File: src/rtl/full_adder_core.sv
// Registered ripple-carry full adder: {carry,sum} = a + b + cin, one cycle latency.
// Define FULL_ADDER_OVF_EN to add a registered two's-complement overflow output.
module full_adder_core #(
  parameter int WIDTH = 1
) (
  input  logic             clk,
  input  logic             rst_n,
  input  logic             in_valid,
  input  logic [WIDTH-1:0] a,
  input  logic [WIDTH-1:0] b,
  input  logic             cin,
  output logic             out_valid,
  output logic [WIDTH-1:0] sum,
  output logic             carry,
`ifdef FULL_ADDER_OVF_EN
  output logic             overflow,
`endif
  output logic             zero
);

  logic [WIDTH-1:0] add_sum;
  logic             add_carry;
  logic             c_run;
`ifdef FULL_ADDER_OVF_EN
  logic             c_msb_in;
`endif

  // Explicit per-bit cells so every carry is a distinct gate-level term.
  always_comb begin
    add_sum = '0;
    c_run   = cin;
`ifdef FULL_ADDER_OVF_EN
    c_msb_in = cin;
`endif
    for (int i = 0; i < WIDTH; i++) begin
      add_sum[i] = a[i] ^ b[i] ^ c_run;
`ifdef FULL_ADDER_OVF_EN
      c_msb_in = c_run;
`endif
      c_run = (a[i] & b[i]) | (a[i] & c_run) | (b[i] & c_run);
    end
    add_carry = c_run;
  end

  logic             out_valid_d, out_valid_q;
  logic [WIDTH-1:0] sum_d, sum_q;
  logic             carry_d, carry_q;
  logic             zero_d, zero_q;
`ifdef FULL_ADDER_OVF_EN
  logic             overflow_d, overflow_q;
`endif

  // Results only load under in_valid, so X on idle operands never reaches the flops.
  always_comb begin
    out_valid_d = in_valid;
    sum_d       = sum_q;
    carry_d     = carry_q;
    zero_d      = zero_q;
`ifdef FULL_ADDER_OVF_EN
    overflow_d  = overflow_q;
`endif
    if (in_valid) begin
      sum_d      = add_sum;
      carry_d    = add_carry;
      zero_d     = (add_sum == '0);
`ifdef FULL_ADDER_OVF_EN
      overflow_d = add_carry ^ c_msb_in;
`endif
    end
  end

  always_ff @(posedge clk or negedge rst_n) begin
    if (!rst_n) begin
      out_valid_q <= 1'b0;
      sum_q       <= '0;
      carry_q     <= 1'b0;
      zero_q      <= 1'b0;
`ifdef FULL_ADDER_OVF_EN
      overflow_q  <= 1'b0;
`endif
    end else begin
      out_valid_q <= out_valid_d;
      sum_q       <= sum_d;
      carry_q     <= carry_d;
      zero_q      <= zero_d;
`ifdef FULL_ADDER_OVF_EN
      overflow_q  <= overflow_d;
`endif
    end
  end

  assign out_valid = out_valid_q;
  assign sum       = sum_q;
  assign carry     = carry_q;
  assign zero      = zero_q;
`ifdef FULL_ADDER_OVF_EN
  assign overflow  = overflow_q;
`endif

endmodule

File: config.mk
export PLATFORM = sky130hd
export DESIGN_NAME = full_adder_core
export DESIGN_NICKNAME = d
export VERILOG_FILES = /design/src/rtl/full_adder_core.sv
export SDC_FILE = /design/constraint.sdc
export NUM_CORES = 1
export LEC_CHECK = 0
export CORE_AREA = 2 2 39 41
export CTS_CLUSTER_SIZE = 12
export DETAILED_ROUTE_END_ITERATION = 7
export DIE_AREA = 0 0 41 43
export GPL_TIMING_DRIVEN = 1
export SLEW_MARGIN = 15
export SYNTH_ARGS = -nofsm -noshare
export SYNTH_HDL_FRONTEND = slang
export SYNTH_SLANG_ARGS = --single-unit
File: constraint.sdc
create_clock -name clk -period 1.3 [get_ports clk]
set_input_delay 0.26 -clock clk [delete_from_list [all_inputs] [get_ports clk]]
set_output_delay 0.26 -clock clk [all_outputs]
set_load 0.01 [all_outputs]
* After elaboration in Yosys (flattened, before gate mapping)
Cells that the tools add are included.
** Storage, ports and cells
- Register bits :: 4
- Input bits :: 6
** Operators by class
- Bitwise gates (word level) :: 8
** Operators by type and width (number)
- 1-bit bitwise AND :: 3
- 1-bit bitwise OR :: 2
- 1-bit bitwise XOR :: 2
- 1-bit NOT :: 1

* Logic depth before layout (Yosys ltp)
- Depth in word-level cells :: 3
- Depth in mapped cells :: 2
- Mapped depth without buffers :: 2

* Worst setup path after synthesis
Ideal clock, no wire load.
- Path type :: input -> register
- Start :: input port a
- End :: register sum_q, in the netlist sum
- Setup slack :: 185 ps
- Required time :: 1175 ps
- Arrival :: 990 ps
- Cell stages on the path :: 2
- Library setup time :: 125 ps
- Path through :: fa_1 > mux2_2
** Between the ends
- Word-level cells in the longest chain between the ends :: 2
** RTL lines
- start, declared :: RTL line 9 : input logic [WIDTH-1:0] a,
- 1-bit bitwise XOR (2 in series) :: RTL line 36 : add_sum[i] = a[i] ^ b[i] ^ c_run;
- end signal, assigned :: RTL line 83 : sum_q <= sum_d;
- end, declared :: RTL line 46 : logic [WIDTH-1:0] sum_d, sum_q;
No other way between the ends.
A chain may end at the register's enable or synchronous reset.

* Final worst setup path
- Start :: input port cin
- End :: register sum_q, in the netlist sum
** Between the ends
- Word-level cells in the longest chain between the ends :: 1
** RTL lines
- start, declared :: RTL line 11 : input logic cin,
- 1-bit bitwise XOR :: RTL line 36
- via add_sum :: RTL line 21 : logic [WIDTH-1:0] add_sum;
The timed path passes the listed nets, and every way through them passes these cells.

==> impl_table.tex <==
\begin{tabular}{lr}
\hline
Metric & Value \\
\hline
\multicolumn{2}{l}{\textbf{Synthesis}} \\
Synth warnings & 0 \\
Count of flip-flops with a built-in enable after synthesis & 0 \\
Top-count cell post-synth & sky130\_fd\_sc\_hd\_\_dfrtp\_1 \\
Ranking of synthesized cells by area & sky130\_fd\_sc\_hd\_\_dfrtp\_1 (64\%), sky130\_fd\_sc\_hd\_\_mux2\_2 (14\%), sky130\_fd\_sc\_hd\_\_fa\_1 (13\%), sky130\_fd\_sc\_hd\_\_mux2i\_1 (6.4\%), sky130\_fd\_sc\_hd\_\_inv\_1 (2.4\%) \\
Synth Cell Area & 156 µm² \\
Post-synthesis sequential area ratio & 64.0\% \\
Fraction of post-synthesis cell area in the top cell type by area & 64.0\% \\
Fraction of registers with async set or reset after synthesis & 100\% \\
Most numerous cell types in the synthesized netlist & sky130\_fd\_sc\_hd\_\_dfrtp\_1 (4), sky130\_fd\_sc\_hd\_\_mux2\_2 (2), sky130\_fd\_sc\_hd\_\_fa\_1 (1), sky130\_fd\_sc\_hd\_\_inv\_1 (1), sky130\_fd\_sc\_hd\_\_mux2i\_1 (1) \\
Post-synth net total & 16 \\
Top\_reg\_cell synth & sky130\_fd\_sc\_hd\_\_dfrtp\_1 \\
Post-synth top area cell & sky130\_fd\_sc\_hd\_\_dfrtp\_1 \\
Number of standard cells after synthesis & 9 \\
Post-synthesis sequential element count & 4 \\
Mean Syn Cell Area & 17.4 µm² \\
Unique masters post-synth & 5 \\
\multicolumn{2}{l}{\textbf{Critical path}} \\
CP endpoint & sum \\
CP endpoint kind & flip-flop \\
Minimum setup slack among reg-to-reg paths & 0.55 ns \\
Slowest cell on crit path & sky130\_fd\_sc\_hd\_\_fa\_1 \\
Worst endpoint required time & 1.41 ns \\
Critical Path Fanout Max & 2 \\
Endpoint of the worst register-to-register path & sum \\
Kind of start point of the critical path & input port \\
Number of gates on the worst path with buffers counted & 3 \\
Path type of the worst setup path & input port to flip-flop \\
WP data arrival & 1.27 ns \\
Crit path cell chain & dlygate4sd2\_1, fa\_1, mux2\_2 \\
Crit path launch & cin \\
Startpoint of the worst-slack reg-to-reg timing path & sum \\
Depth of the most critical reg-to-reg path & 1 \\
Worst path bufs/invs & 1 \\
Crit-path leading delay family & adder cells \\
CP max stage delay & 0.48 ns \\
\multicolumn{2}{l}{\textbf{Routing}} \\
Detailed-route vias per instance & 3.21 \\
First-pass DRT Iterations & 1 \\
Per-cell routed wire length & 9.18 µm \\
Iteration-0 DRC count of the detailed router & 0 \\
DRC errors left & 0 \\
Wire length after detailed routing & 349 µm \\
Number of nets still failing antenna checks after routing & 0 \\
Via count of the routed design & 122 \\
\multicolumn{2}{l}{\textbf{Clock network}} \\
Clock-pin slew reported for the worst setup and hold paths after clock tree synthesis & 0.04 ns \\
Clock insertion delay at the later pin of the skew report & 0.23 ns \\
Sinks on the clock net & 4 \\
Clock root cell & sky130\_fd\_sc\_hd\_\_clkbuf\_4 \\
Hold buffer count at cts & 0 \\
TritonCTS buffer count & 3 \\
CTS tree & built \\
Clock tree buffer depth & 2 \\
Depth of the CTS H-tree & 1 \\
\multicolumn{2}{l}{\textbf{Global routing}} \\
Maximum number of pins on one net before global-route repair & 5 \\
Via count of the first global-routing pass & 154 \\
Initial antenna violation count & 0 \\
Remaining global-route overflow & 0 \\
GR Util All Layers & 5.94\% \\
Global-route wire length before repair & 545 µm \\
\multicolumn{2}{l}{\textbf{Hold path}} \\
Hold WC Path Type & input port to asynchronous set/reset pin \\
\multicolumn{2}{l}{\textbf{Timing}} \\
Slew at the pin closest to its max-slew limit & 0.177 ns \\
Final setup margin & 0.144 ns \\
Unrepaired setup endpoints after global routing & no \\
Final critical-path required period & 1.16 ns \\
Worst clock skew & 0 ns \\
Count of final setup violators & 0 \\
Total count of max-transition violations in the final report & 0 \\
Worst slew slack as a fraction of its limit & 88.1\% \\
Hold violation count in the final report & 0 \\
Max Freq & 865 MHz \\
Fraction of the cycle the final worst path needs & 89.0\% \\
\multicolumn{2}{l}{\textbf{Floorplan}} \\
Total number of placement rows & 14 \\
Placeable core region & 1380 µm² \\
Area enclosed by the die boundary & 1760 µm² \\
I/O pins & 10 \\
Die Span X & 41 µm \\
Chip Height & 43 µm \\
Starting utilization of the core area & 11.3\% \\
\multicolumn{2}{l}{\textbf{Power and ir drop}} \\
PD cells & 1330 nW/µm² \\
Peak supply drop & 0.185 mV \\
Share of total power in the clock network & 39.8\% \\
Internal power contribution & 293 µW \\
Net switching power & 89.7 µW \\
Combinational Power Share & 20.7\% \\
Sum of internal, switching and leakage power & 383 µW \\
Register share of total power & 39.5\% \\
Fraction of power spent switching nets & 23.4\% \\
Leakage power total & 0.000136 µW \\
\multicolumn{2}{l}{\textbf{Outcome}} \\
Status & completed \\
\multicolumn{2}{l}{\textbf{Layout}} \\
Core occupancy in the finished layout & 20.8\% \\
Diode count & 0 \\
Final Instance Area & 288 µm² \\
Net count of the finished layout & 31 \\
Synth-to-Final Area Change & 84.0\% \\
Share of final-layout standard cells stronger than drive strength 1 & 27.3\% \\
Post-route insts no fill & 38 \\
\multicolumn{2}{l}{\textbf{Placement}} \\
Inst Count DP & 34 \\
Post-placement worst setup slack & -0.323 ns \\
Count of buffers from port buffering & 9 \\
Placed cell areas & 267 µm² \\
Final Wtd Congestion & 0.528 \\
\multicolumn{2}{l}{\textbf{Run}} \\
Number of violations of the max-capacitance limit & 0 \\
\hline
\end{tabular}
[layout make-up]
class / instances / area (µm²)
Tap cell: 16 / 20.0
Sequential cell: 4 / 100
Clock buffer: 3 / 22.5
Multi-Input combinational cell: 4 / 52.6
Fill cell: 154 / 1100
Timing Repair Buffer: 10 / 88.8
Inverter: 1 / 3.75
[routing by layer]
layer	up-vias	global-route usage [%]	routed length [µm]
met2	12	6.56	129
met5	-	0	0
met4	0	10.0	30
met1	51	3.90	110
met3	4	5.76	78
li1	55	-	-
[power by group through the flow]
stage	registers [µW]	logic [µW]	clock network [µW]
2_1_floorplan	162	19.8	0
5_1_grt	153	89.4	166
4_1_cts	152	81.4	160
3_3_place_gp	152	86.6	0
3_5_place_dp	154	91.4	0
6_report	151	79.4	153
[cell families (layout without fill, tap and decap cells)]
family	count (synthesis)	count (layout)	share of synthesized area (%)
adder cells (fa/ha/maj)	1	1	12.8
flip-flops	4	4	64.0
multiplexers	3	3	20.8
buffers and inverters	1	14	2.40
[registers in the layout, summed over array words and instances, names as in the netlist]
| signal | count |
|---|---|
| zero | 1 |
| out_valid | 1 |
| carry | 1 |
| sum | 1 |
[layout by cell type (no fill, tap or decap)]
cell type,netlist,layout
sky130_fd_sc_hd__dlygate4sd2_1,0,7
sky130_fd_sc_hd__dfrtp_1,4,4
sky130_fd_sc_hd__clkbuf_4,0,3
sky130_fd_sc_hd__mux2_2,2,2
sky130_fd_sc_hd__clkdlybuf4s50_1,0,2
sky130_fd_sc_hd__inv_1,1,1
sky130_fd_sc_hd__mux2i_1,1,1
sky130_fd_sc_hd__fa_1,1,1
sky130_fd_sc_hd__buf_4,0,1
[worst min path at each step]
| stage | from | to | slack (ns) |
|---|---|---|---|
| 2_1_floorplan | rst_n | carry | -0.04 |
| 3_3_place_gp | rst_n | out_valid | 0.46 |
| 3_5_place_dp | rst_n | out_valid | 0.47 |
| 4_1_cts | rst_n | out_valid | 0.22 |
| 5_1_grt | rst_n | out_valid | 0.24 |
| 6_report | rst_n | out_valid | 0.22 |
[stage by stage]
step,hold WS (ns),TNS (ns)
after floorplan,-0.0356,0
after global placement,0.464,-0.637
after detailed placement,0.474,-0.743
after CTS,0.223,0
after global routing,0.236,0
final,0.224,0
[timing repair]
item | CTS | global route
buffers inserted | 1 | 0
resized for setup | 7 | 0
endpoints found under the setup margin | 5 | 0
Note: power is estimated with default switching activity, not from simulation.
